File: src/rtl/lsu_pkg.sv
// Shared encodings for the load/store unit: access sizes and FSM states.
package lsu_pkg;

    localparam logic [1:0] LSU_BYTE = 2'b00;
    localparam logic [1:0] LSU_HALF = 2'b01;
    localparam logic [1:0] LSU_WORD = 2'b10;

    typedef enum logic [2:0] {
        S_IDLE,
        S_ACCESS,
        S_MERGE,
        S_RESP,
        S_ERR
    } lsu_state_e;

endpackage

File: src/rtl/lsu_align.sv
// Lane logic for the load/store unit: load extract/extend, sub-word store merge
// and misalignment detect (active only when LSU_MISALIGN_TRAP_EN is defined).
module lsu_align
    import lsu_pkg::*;
(
    input  logic [1:0]  size,
    input  logic        sign_ext,
    input  logic [1:0]  addr_lo,
    input  logic [31:0] rdata,
    input  logic [31:0] wdata,
    input  logic [31:0] merge_word,
    output logic [31:0] load_data,
    output logic [31:0] store_word,
    output logic        misaligned
);

    logic [7:0]  byte_lane;
    logic [15:0] half_lane;

    // Little-endian lanes: byte k at [8k+7:8k], halfword picked by addr[1].
    always_comb begin
        byte_lane = rdata[{addr_lo, 3'b000} +: 8];
        half_lane = addr_lo[1] ? rdata[31:16] : rdata[15:0];
        case (size)
            LSU_BYTE: load_data = {{24{sign_ext & byte_lane[7]}}, byte_lane};
            LSU_HALF: load_data = {{16{sign_ext & half_lane[15]}}, half_lane};
            default:  load_data = rdata;
        endcase
    end

    always_comb begin
        store_word = merge_word;
        case (size)
            LSU_BYTE: store_word[{addr_lo, 3'b000} +: 8] = wdata[7:0];
            LSU_HALF: store_word[{addr_lo[1], 4'b0000} +: 16] = wdata[15:0];
            default:  store_word = wdata;
        endcase
    end

`ifdef LSU_MISALIGN_TRAP_EN
    assign misaligned = ((size == LSU_HALF) && addr_lo[0]) ||
                        (size[1] && (addr_lo != 2'b00));
`else
    assign misaligned = 1'b0;
`endif

endmodule

File: src/rtl/load_store_unit.sv
// Load/store initiator for a word-wide data memory; sub-word stores use
// read-modify-write. Misaligned trapping is enabled by LSU_MISALIGN_TRAP_EN.
module load_store_unit
    import lsu_pkg::*;
(
    input  logic        clk,
    input  logic        rst_n,
    input  logic        req_valid,
    output logic        req_ready,
    input  logic        req_store,
    input  logic [1:0]  req_size,
    input  logic        req_signed,
    input  logic [31:0] req_addr,
    input  logic [31:0] req_wdata,
    output logic        resp_valid,
    input  logic        resp_ready,
    output logic [31:0] resp_rdata,
    output logic        resp_err,
    output logic [31:0] mem_addr,
    output logic [31:0] mem_wdata,
    output logic        mem_we,
    input  logic [31:0] mem_rdata,
    output lsu_state_e  dbg_state
);

    // Handshakes: a request transfers on a rising edge with req_valid && req_ready,
    // a response transfers on a rising edge with resp_valid && resp_ready; a
    // response, once valid, holds its payload until it transfers.

    lsu_state_e  state, next_state;
    logic        st_store, st_signed;
    logic [1:0]  st_size;
    logic [31:0] st_addr, st_wdata, merge_q, rdata_q;

    logic        in_idle;
    logic [1:0]  align_size;
    logic [1:0]  align_addr_lo;
    logic [31:0] load_data, store_word;
    logic        misaligned;

    assign in_idle       = (state == S_IDLE);
    assign align_size    = in_idle ? req_size : st_size;
    assign align_addr_lo = in_idle ? req_addr[1:0] : st_addr[1:0];

    lsu_align u_align (
        .size       (align_size),
        .sign_ext   (st_signed),
        .addr_lo    (align_addr_lo),
        .rdata      (mem_rdata),
        .wdata      (st_wdata),
        .merge_word (merge_q),
        .load_data  (load_data),
        .store_word (store_word),
        .misaligned (misaligned)
    );

    always_ff @(posedge clk or negedge rst_n) begin
        if (!rst_n) state <= S_IDLE;
        else        state <= next_state;
    end

    always_ff @(posedge clk or negedge rst_n) begin
        if (!rst_n) begin
            st_store  <= 1'b0;
            st_signed <= 1'b0;
            st_size   <= LSU_BYTE;
            st_addr   <= '0;
            st_wdata  <= '0;
            merge_q   <= '0;
            rdata_q   <= '0;
        end else begin
            case (state)
                S_IDLE: begin
                    if (req_valid) begin
                        st_store  <= req_store;
                        st_signed <= req_signed;
                        st_size   <= req_size;
                        st_addr   <= req_addr;
                        st_wdata  <= req_wdata;
                        // Stores and errors report zero data.
                        rdata_q   <= '0;
                    end
                end
                S_ACCESS: begin
                    if (!st_store)       rdata_q <= load_data;
                    else if (!st_size[1]) merge_q <= mem_rdata;
                end
                default: ;
            endcase
        end
    end

    always_comb begin
        next_state = state;
        req_ready  = 1'b0;
        resp_valid = 1'b0;
        resp_err   = 1'b0;
        mem_we     = 1'b0;
        mem_addr   = '0;
        mem_wdata  = '0;
        case (state)
            S_IDLE: begin
                req_ready = 1'b1;
                if (req_valid) next_state = misaligned ? S_ERR : S_ACCESS;
            end
            S_ACCESS: begin
                mem_addr = {2'b00, st_addr[31:2]};
                if (st_store && st_size[1]) begin
                    mem_we    = 1'b1;
                    mem_wdata = st_wdata;
                end
                next_state = (st_store && !st_size[1]) ? S_MERGE : S_RESP;
            end
            S_MERGE: begin
                mem_addr   = {2'b00, st_addr[31:2]};
                mem_we     = 1'b1;
                mem_wdata  = store_word;
                next_state = S_RESP;
            end
            S_RESP: begin
                resp_valid = 1'b1;
                if (resp_ready) next_state = S_IDLE;
            end
            S_ERR: begin
                resp_valid = 1'b1;
`ifdef LSU_MISALIGN_TRAP_EN
                resp_err   = 1'b1;
`endif
                if (resp_ready) next_state = S_IDLE;
            end
            default: next_state = S_IDLE;
        endcase
    end

    assign resp_rdata = rdata_q;
    assign dbg_state  = state;

endmodule

File: config.mk
export PLATFORM = sky130hd
export DESIGN_NAME = load_store_unit
export DESIGN_NICKNAME = d
export VERILOG_FILES = /design/src/rtl/lsu_pkg.sv /design/src/rtl/lsu_align.sv /design/src/rtl/load_store_unit.sv
export SDC_FILE = /design/constraint.sdc
export NUM_CORES = 1
export LEC_CHECK = 0
export BUFFER_PORTS_ARGS = -buffer_cell sky130_fd_sc_hd__buf_4
export CAP_MARGIN = 20
export CORE_UTILIZATION = 53
export CTS_BUF_LIST = sky130_fd_sc_hd__clkbuf_16
export CTS_CLUSTER_DIAMETER = 60
export CTS_CLUSTER_SIZE = 8
export DETAILED_ROUTE_END_ITERATION = 10
export HOLD_SLACK_MARGIN = 0.03
export MAX_ROUTING_LAYER = met4
export PLACE_DENSITY_LB_ADDON = 0.2
export RECOVER_POWER = 50
export SYNTH_ARGS = -nofsm -noshare
export SYNTH_HDL_FRONTEND = slang
export SYNTH_SLANG_ARGS = --single-unit
File: constraint.sdc
create_clock -name clk -period 4.2 [get_ports clk]
set_clock_uncertainty 0.15 [all_clocks]
set_input_delay 0.84 -clock clk [delete_from_list [all_inputs] [get_ports clk]]
set_output_delay 0.84 -clock clk [all_outputs]
set_load 0.1 [all_outputs]
==> results of run 1 <==
how the worst max path moves through the flow:
stage,to,slack (ns),depth (start not counted)
global placement,mem_wdata[20],0.29,9
CTS,mem_wdata[31],-0.000009,8
floorplan,mem_wdata[16],-0.26,12
global route,mem_wdata[16],-0.003,12
detailed placement,mem_wdata[23],0.24,9
finish,mem_wdata[27],0.12,11
sequential cells by signal, indices dropped and copies added (netlist names):
register,cells
st_addr,32
st_size,2
st_wdata,32
resp_rdata,32
dbg_state,2
st_store,1
merge_q,32
st_signed,1
critical path: stages, from the launching register on:
cell and delay [ns]:
dfrtp_4 0.51, inv_4 0.09, ha_4 0.22, mux2_4 0.37
ha_4 0.32, nor2b_1 0.18, buf_4 0.17, o211ai_1 0.10
a21oi_1 0.20, o21ai_1 0.12, a21boi_4 0.15, buf_6 0.23
cell usage after synthesis, types with 7 or more instances:
library cell | count | share of area [%]
a31oi_1 | 8 | 0.65
or3_1 | 7 | 0.57
a32oi_1 | 8 | 0.91
a221o_1 | 8 | 1.0
mux2_2 | 108 | 16
a22o_1 | 15 | 1.7
ha_1 | 7 | 1.1
nor3b_1 | 12 | 1.2
a221oi_1 | 8 | 0.91
dfrtp_1 | 134 | 44
a21o_1 | 10 | 0.98
buf_2 | 15 | 0.98
a21oi_1 | 45 | 2.9
nor2_1 | 12 | 0.59
o221ai_1 | 8 | 0.91
buf_1 | 8 | 0.39
nand3_1 | 9 | 0.59
a21boi_0 | 14 | 1.4
clkbuf_1 | 32 | 1.6
o211ai_1 | 9 | 0.88
and2_1 | 32 | 2.6
nand2_1 | 109 | 5.3
and3_1 | 10 | 0.82
o21ai_2 | 10 | 1.1
o21ai_0 | 63 | 4.1
a211o_1 | 8 | 0.91
kinds of logic after synthesis:
family | share of synthesized area [%]
AND/OR/NAND/NOR | 13.5
flip-flops | 43.7
multiplexers | 16.6
other | 0.0489
adder cells (fa/ha/maj) | 1.14
buffers and inverters | 4.29
AO/OA/AOI/OAI | 20.8
metrics by stage:
stage          hold slack [ns]     TNS [ns]
6_report                 0.330            0
5_1_grt                  0.360     -0.00500
4_1_cts                  0.337  -0.00000933
3_5_place_dp             0.317            0
3_3_place_gp             0.313            0
2_1_floorplan            0.321        -4.33
metal layers:
metal / wire (microns) / GRT usage [%]
met5: 0 / -
met4: 884 / 15.3
met3: 2360 / 7.30
met2: 11700 / 53.3
met1: 10200 / 45.7
area by class of cell:
class | count | area, sq um
multi-input cells | 564 | 4420
clock inverters | 15 | 140
flip-flops and latches | 134 | 3360
fillers | 941 | 3560
inverters | 9 | 40.0
repair buffers | 235 | 1820
well taps | 180 | 225
clock buffers | 17 | 425
timing repair:
action | in CTS | in global routing
hold buffers | 0 | 0
resized for setup | 15 | 14
setup buffers | 1 | 6
pin swaps | 2 | 1
gates cloned | 1 | 0
setup endpoints to repair | 31 | 32
==> flow_summary_export.csv, run 1 <==
group,metric,value,unit
logic_synthesis,ys_seq_elements,134,
place,place_inst,1113,
worst_setup_path,start_kind,"flop",
worst_setup_path,startpoint,"dbg_state[1]",
worst_setup_path,worstPathMaxFanout,11,
die,die_h,122,microns
worst_setup_path,rr_endpoint,"merge_q[30]",
die,rows,43,
place,io_buffer_count,202,
global_route,grt_pass1_vias,7075,
logic_synthesis,synth_edf_count,0,
clock_tree,tritoncts,"done",
timing,slew_headroom,-15.3,%
finish,fin_nets,1072,
worst_setup_path,cp.arrival,3.09,ns
logic_synthesis,synth_cells,767,
worst_hold_path,min_to,"resp_rdata[26]",
run_status,outcome,"finished, violations left",
timing,setup_ws,0.122,ns
timing,hold_viol_final,0,
place,gp_congestion,0.952,
timing,period_minus_slack,4.08,ns
timing,finalSetupViolCount,0,
place,dp.final_hpwl,17400,microns
drt,dr.pass1.iters,6,
finish,num_antenna_cells,0,
drt,detail-route-antenna-nets,0,
finish,final_common_cell,"buf_4",
global_route,gr-total-overflow,0,
clock_tree,root_buffer,"clkbuf_16",
finish,layout-drive-gt1-share,42.8,%
clock_tree,clock_sinks,134,
worst_setup_path,reg2reg_depth,4,
logic_synthesis,syn_area,7670,sq um
clock_tree,cts.htree.levels,4,
die,core,14000,sq um
worst_setup_path,critical_path_class,"reg2out",
logic_synthesis,avgSynthCellArea,10.0,sq um
worst_hold_path,hp-start,"resp_rdata[26]",
die,ios,207,
drt,drt_iter0_drc,769,
global_route,grt_antenna_before_repair,0,
place,place_ws,0.243,ns
worst_setup_path,r2r_setup_slack,1.28,ns
logic_synthesis,synth-async-reset-ratio,100,%
die,dieArea,15000,sq um
die,die_w,122,microns
finish,layout_common_cells,"188 x buf_4, 132 x dfrtp_1, 109 x mux2_2",
drt,wirelength,25100,microns
place,placed_cell_area,9740,sq um
finish,instances_no_fill,1154,
finish,fin_area,10400,sq um
timing,worstMarginPinSlew,1.73,ns
die,initial_core_util,54.8,%
timing,fin_crit_sh,97.1,%
timing,max_freq,245,MHz
clock_tree,cts_buffers,17,
global_route,grt_pass1_wl,38300,microns
worst_setup_path,end_kind,"output port",
run_status,violations,"max-capacitance violations, max-slew violations",
worst_setup_path,rr_startpoint,"dbg_state[0]",
clock_tree,cts.reportedPaths.clkPinSlew,0.06,ns
worst_hold_path,hold_depth,2,
logic_synthesis,synth-seq-area-share,43.7,%
timing,drv_slew,125,
drt,vias,7187,
finish,area_delta_synth_final,36.0,%
worst_hold_path,min_path_type,"reg2reg",
global_route,grt_usage,35.2,%
global_route,grt_max_degree,62,
logic_synthesis,ys_warn_count,0,
logic_synthesis,synth_ff_type,"dfrtp_1",
drt,remaining_drc_errors,0,
job,cap_violations,3,
logic_synthesis,ys_types,55,
worst_setup_path,cp_data_required_time,3.21,ns
clock_tree,cts_max_path_buffers,2,
drt,vias_per_cell,6.23,
drt,avgRoutedWirePerCell,21.7,microns
clock_tree,clk_latency,0.42,ns
finish,utilization,74.6,%
Power of run 1 is left out: the tool's default activity adds up to more than one toggle a clock period on the data nets, which glitch-free logic cannot reach.
==> run 2: changes to the inputs <==
--- a/config.mk
+++ b/config.mk
@@ -5,9 +5,10 @@
 export SDC_FILE = /design/constraint.sdc
 export NUM_CORES = 1
 export LEC_CHECK = 0
+export ABC_AREA = 1
 export BUFFER_PORTS_ARGS = -buffer_cell sky130_fd_sc_hd__buf_4
 export CAP_MARGIN = 20
-export CORE_UTILIZATION = 53
+export CORE_UTILIZATION = 54
 export CTS_BUF_LIST = sky130_fd_sc_hd__clkbuf_16
 export CTS_CLUSTER_DIAMETER = 60
 export CTS_CLUSTER_SIZE = 8
==> flow_summary_export.csv, run 2 <==
group,metric,value,unit
die,dieArea,15500,sq um
logic_synthesis,synth.most_common_cell,"nand2_1",
drt,dr.pass1.iters,6,
logic_synthesis,ys_seq_elements,134,
worst_setup_path,cp_data_required_time,3.21,ns
worst_hold_path,min_path_type,"reg2reg",
run_status,violations,"max-capacitance violations, max-slew violations",
drt,vias_per_cell,5.61,
worst_setup_path,cp.arrival,3.07,ns
worst_setup_path,crit_top_cell,"nand2_1",
timing,period_minus_slack,4.06,ns
clock_tree,clock_sinks,134,
place,io_buffer_count,202,
logic_synthesis,synth-async-reset-ratio,100,%
global_route,grt_antenna_before_repair,0,
worst_setup_path,reg2reg_depth,4,
timing,rsz0062_at_grt,"false",
drt,vias,8281,
clock_tree,clk_latency,0.43,ns
die,ios,207,
place,place_ws,0.329,ns
worst_setup_path,startpoint,"dbg_state[1]",
finish,num_antenna_cells,0,
worst_setup_path,critical_path_class,"reg2out",
timing,max_freq,246,MHz
clock_tree,tritoncts,"done",
logic_synthesis,synth_ff_type,"dfrtp_1",
global_route,grt_pass1_vias,7564,
logic_synthesis,synth_area_leader_cell,"dfrtp_1",
finish,layout-drive-gt1-share,28.7,%
logic_synthesis,avgSynthCellArea,7.34,sq um
place,dp.final_hpwl,17700,microns
worst_setup_path,path_cells,"inv_4, ha_4, inv_4, nand2_1, nand2_2, ha_2, nor3_1, nand2_1, nand2_1, nand2_1, nand3_1, nand2_1, a21oi_4, buf_4",
worst_setup_path,cpMaxStageDelayCell,"dfrtp_4",
logic_synthesis,ys_top_cells_by_count,"373 x nand2_1, 134 x dfrtp_1, 117 x inv_1",
worst_setup_path,start_kind,"flop",
logic_synthesis,syn_area,8080,sq um
global_route,grt_max_degree,97,
worst_hold_path,hold_depth,2,
finish,layout_common_cells,"366 x nand2_1, 189 x buf_4, 132 x dfrtp_1",
worst_setup_path,rr_endpoint,"merge_q[21]",
die,die_w,124,microns
timing,hold_viol_final,0,
finish,area_delta_synth_final,33.0,%
logic_synthesis,synth.area.top_cells,"dfrtp_1 41%, nand2_1 17%, mux2_2 6.5%",
clock_tree,cts.reportedPaths.clkPinSlew,0.07,ns
logic_synthesis,synth_cells,1101,
worst_setup_path,crit_path_max_incr_delay,0.51,ns
logic_synthesis,synth_edf_count,0,
worst_setup_path,crit_end,"mem_wdata[19]",
run_status,outcome,"finished, violations left",
timing,drv_slew,104,
clock_tree,cts.htree.levels,4,
worst_setup_path,rr_startpoint,"dbg_state[0]",
logic_synthesis,ys_types,32,
clock_tree,cts_max_path_buffers,2,
worst_setup_path,worstPathMaxFanout,14,
timing,fin_crit_sh,96.6,%
worst_setup_path,cpLargestDelayFamily,"simple AND/OR/NAND/NOR gates",
die,initial_core_util,55.4,%
global_route,grt_pass1_wl,40100,microns
place,gp_congestion,0.979,
global_route,gr-total-overflow,0,
clock_tree,holdBufCountCts,0,
drt,wirelength,25100,microns
die,core,14600,sq um
timing,finalSetupViolCount,0,
drt,detail-route-antenna-nets,0,
worst_setup_path,end_kind,"output port",
worst_setup_path,r2r_setup_slack,1.03,ns
die,rows,44,
finish,fin_nets,1391,
drt,remaining_drc_errors,0,
timing,setup_ws,0.142,ns
worst_setup_path,path_buf_inv,3,
die,die_h,124,microns
clock_tree,root_buffer,"clkbuf_16",
worst_setup_path,worst-path-stages,14,
drt,avgRoutedWirePerCell,17.0,microns
clock_tree,cts_buffers,17,
timing,slew_headroom,-53.2,%
global_route,grt_usage,34.0,%
job,cap_violations,2,
logic_synthesis,synth-seq-area-share,41.5,%
timing,worstMarginPinSlew,2.30,ns
finish,final_common_cell,"nand2_1",
finish,nFillCells,1224,
logic_synthesis,synth_top_area_share,41.5,%
logic_synthesis,ys_warn_count,0,
drt,drt_iter0_drc,1056,
==> run 2: changes by cell type in the layout (fill, tap and decap cells not counted), sizes merged, moves of 34 or more <==
cell   previous run  this run
a21oi            45        93
inv              10       127
nand3             9        83
nor2             12        46
mux2            110        47
nand2           109       383
==> run 2: final cells by class <==
| class | count | area (sq um) | share of cell area (%) |
|---|---|---|---|
| inverter | 122 | 470 | 4.38 |
| tap | 184 | 230 | 2.14 |
| timing repair buffer | 225 | 1710 | 15.9 |
| multi-input combinational | 780 | 4410 | 41.0 |
| clock buffer | 17 | 425 | 3.96 |
| sequential | 134 | 3360 | 31.3 |
| clock inverter | 15 | 144 | 1.34 |
==> run 2: stage by stage <==
| stage | cell area, sq um | hold WS, ns | util (%) | std cells | setup TNS, ns |
|---|---|---|---|---|---|
| floorplan | 8610 | 0.303 | - | 1104 | -0.238 |
| global placement | 10100 | 0.315 | 69.5 | 1442 | 0 |
| detailed placement | 10100 | 0.316 | 69.5 | 1442 | 0 |
| CTS | 10700 | 0.265 | 73.4 | 1474 | 0 |
| global route | 10800 | 0.354 | 73.7 | 1477 | 0 |
| finish | 10800 | 0.330 | 73.7 | 1477 | 0 |
==> run 2: routing by layer <==
layer	share of wire, %	up-vias	GRT usage, %
met1	42	3955	46.7
met3	8.0	65	6.79
met2	46	374	49.5
met5	0	-	-
li1	-	3887	-
met4	3.3	0	13.5
==> run 2: how the worst min path moves through the flow <==
stage / to / slack (ns) / startpoint
CTS: st_wdata[1] / 0.27 / rst_n
floorplan: merge_q[31] / 0.30 / merge_q[31]
detailed placement: resp_rdata[20] / 0.32 / resp_rdata[20]
global placement: resp_rdata[23] / 0.32 / resp_rdata[23]
finish: resp_rdata[29] / 0.33 / resp_rdata[29]
global route: resp_rdata[2] / 0.35 / resp_rdata[2]
==> run 2: cell families after synthesis <==
kind of cell,after synthesis,share of synthesized area [%]
adders and majority gates,7,1.08
buffers and inverters,190,10.2
DFF,134,41.5
AOI/OAI and AO/OA,199,13.9
other,1,0.0464
and+or+nand+nor,523,26.7
muxes,47,6.55
==> run 2: worst reg2reg max path, cell delays in order (launching register included) <==
cell      delay, ns
dfrtp_4        0.51
ha_1           0.27
nand3_1        0.10
clkbuf_1       1.54
o21ai_0        0.36
==> run 2: what timing repair did <==
action	4_1_cts	5_1_grt
setup endpoints to repair	4	29
pin swaps	0	2
gates resized for setup	1	23
buffers inserted	0	3
Power of run 2 is left out for the same reason.
==> run 3: changes to the inputs <==
--- a/config.mk
+++ b/config.mk
@@ -8,7 +8,7 @@
 export ABC_AREA = 1
 export BUFFER_PORTS_ARGS = -buffer_cell sky130_fd_sc_hd__buf_4
 export CAP_MARGIN = 20
-export CORE_UTILIZATION = 54
+export CORE_UTILIZATION = 58
 export CTS_BUF_LIST = sky130_fd_sc_hd__clkbuf_16
 export CTS_CLUSTER_DIAMETER = 60
 export CTS_CLUSTER_SIZE = 8
==> constraint.sdc (replaced) <==
create_clock -name clk -period 5.1 [get_ports clk]
set_clock_uncertainty 0.15 [all_clocks]
set_input_delay 1.02 -clock clk [delete_from_list [all_inputs] [get_ports clk]]
set_output_delay 1.02 -clock clk [all_outputs]
set_load 0.1 [all_outputs]
==> flow_summary_export.csv, run 3 (synthesized netlist as in run 2, its figures left out) <==
group,metric,value,unit
clock_tree,clk_latency,0.43,ns
global_route,gr-total-overflow,0,
drt,avgRoutedWirePerCell,16.8,microns
place,gp_congestion,1.10,
timing,rsz0062_at_grt,"false",
global_route,grt_usage,36.1,%
finish,area_delta_synth_final,29.6,%
place,dp.final_hpwl,17000,microns
worst_setup_path,cpMaxStageDelayCell,"nor2_1",
die,initial_core_util,60.3,%
clock_tree,cts_buffers,17,
drt,vias,8281,
worst_setup_path,cp_data_required_time,3.93,ns
drt,dr.pass1.iters,9,
die,die_w,120,microns
drt,drt_iter0_drc,1143,
run_status,outcome,"finished, violations left",
run_status,violations,"design-rule violations, max-capacitance violations, max-slew violations",
clock_tree,clock_sinks,134,
die,rows,42,
finish,layout-drive-gt1-share,26.5,%
drt,wirelength,24500,microns
worst_setup_path,cp.arrival,3.61,ns
clock_tree,cts.htree.levels,4,
clock_tree,tritoncts,"done",
worst_setup_path,path_buf_inv,3,
worst_setup_path,end_kind,"output port",
timing,drv_slew,128,
worst_setup_path,worstPathMaxFanout,14,
global_route,grt_pass1_wl,39200,microns
timing,finalSetupViolCount,0,
finish,num_antenna_cells,0,
timing,period_minus_slack,4.78,ns
worst_setup_path,start_kind,"flop",
timing,max_freq,209,MHz
worst_setup_path,path_cells,"inv_1, ha_2, nand2_1, nand2_1, ha_1, clkinv_1, nor2_1, nand2_1, nand3_1, nand3_1, a21oi_4, buf_4",
global_route,grt_antenna_before_repair,0,
place,io_buffer_count,202,
clock_tree,root_buffer,"clkbuf_16",
timing,fin_crit_sh,93.7,%
die,ios,207,
worst_setup_path,r2r_setup_slack,2.03,ns
worst_setup_path,crit_top_cell,"nand2_1",
drt,remaining_drc_errors,1,
die,die_h,120,microns
timing,tns,0,ns
global_route,grt_max_degree,92,
die,core,13400,sq um
worst_setup_path,critical_path_class,"reg2out",
drt,detail-route-antenna-nets,0,
place,place_ws,0.653,ns
worst_hold_path,min_path_type,"reg2reg",
worst_setup_path,crit_path_max_incr_delay,0.47,ns
clock_tree,holdBufCountCts,0,
timing,worstMarginPinSlew,3.45,ns
global_route,grt_pass1_vias,7738,
timing,fin_hold_ws,0.330,ns
clock_tree,cts.reportedPaths.clkPinSlew,0.06,ns
finish,fin_nets,1381,
die,dieArea,14400,sq um
finish,layout_common_cells,"371 x nand2_1, 196 x buf_4, 132 x dfrtp_1",
worst_setup_path,cpLargestDelayFamily,"simple AND/OR/NAND/NOR gates",
clock_tree,cts_max_path_buffers,2,
finish,utilization,78.2,%
timing,setup_ws,0.320,ns
drt,vias_per_cell,5.68,
timing,hold_viol_final,0,
finish,final_common_cell,"nand2_1",
job,cap_violations,2,
timing,slew_headroom,-130,%
==> run 3: cell count changes in the layout (fill, tap and decap cells not counted), moves of 3 or more <==
cell,change
buf_6,-15
buf_4,+7
nand2_1,+5
inv_1,+4
inv_6,-4
nand2_2,-4
inv_4,-3
nand3_1,+3
nand3_2,-3
nor3_1,+3
o21ai_0,+3
o21ai_1,-3
==> run 3: cell type report <==
cell class | instances | area [sq um]
Inverter | 122 | 459
Tap cell | 176 | 220
Multi-Input combinational cell | 780 | 4290
Timing Repair Buffer | 215 | 1560
Clock inverter | 14 | 163
Clock buffer | 17 | 425
Fill cell | 1025 | 2920
Sequential cell | 134 | 3360
==> run 3: tightest hold or removal path, stage by stage, from the launching register on <==
cell     delay, ns
dfrtp_1       0.34
nand2_1       0.05
nand2_1       0.06
==> run 3: final timing paths <==
check,start,to,cells after the start
min,resp_rdata[24],resp_rdata[24],2
max reg2reg,dbg_state[0],resp_rdata[17],12
max in group asynchronous,rst_n,dbg_state[1],1
min in group asynchronous,rst_n,st_addr[28],1
max,dbg_state[0],mem_wdata[8],12
min reg2reg,resp_rdata[24],resp_rdata[24],2
==> run 3: routing by layer <==
layer	part of all wire [%]	track usage (%)
met5	0	-
met3	11	8.27
met2	46	53.1
met4	3.1	14.8
met1	40	48.1
==> run 3: metrics by stage <==
step / instances / area (sq um)
after floorplan: 1104 / 8460
after global placement: 1427 / 9950
after detailed placement: 1427 / 9950
after CTS: 1458 / 10500
after global routing: 1458 / 10500
final: 1458 / 10500
==> run 3: repair_timing <==
| item | 4_1_cts | 5_1_grt |
|---|---|---|
| resized for setup | 0 | 2 |
| setup endpoints to repair | 0 | 3 |
| setup buffers | 0 | 0 |
Power of run 3 is left out for the same reason.
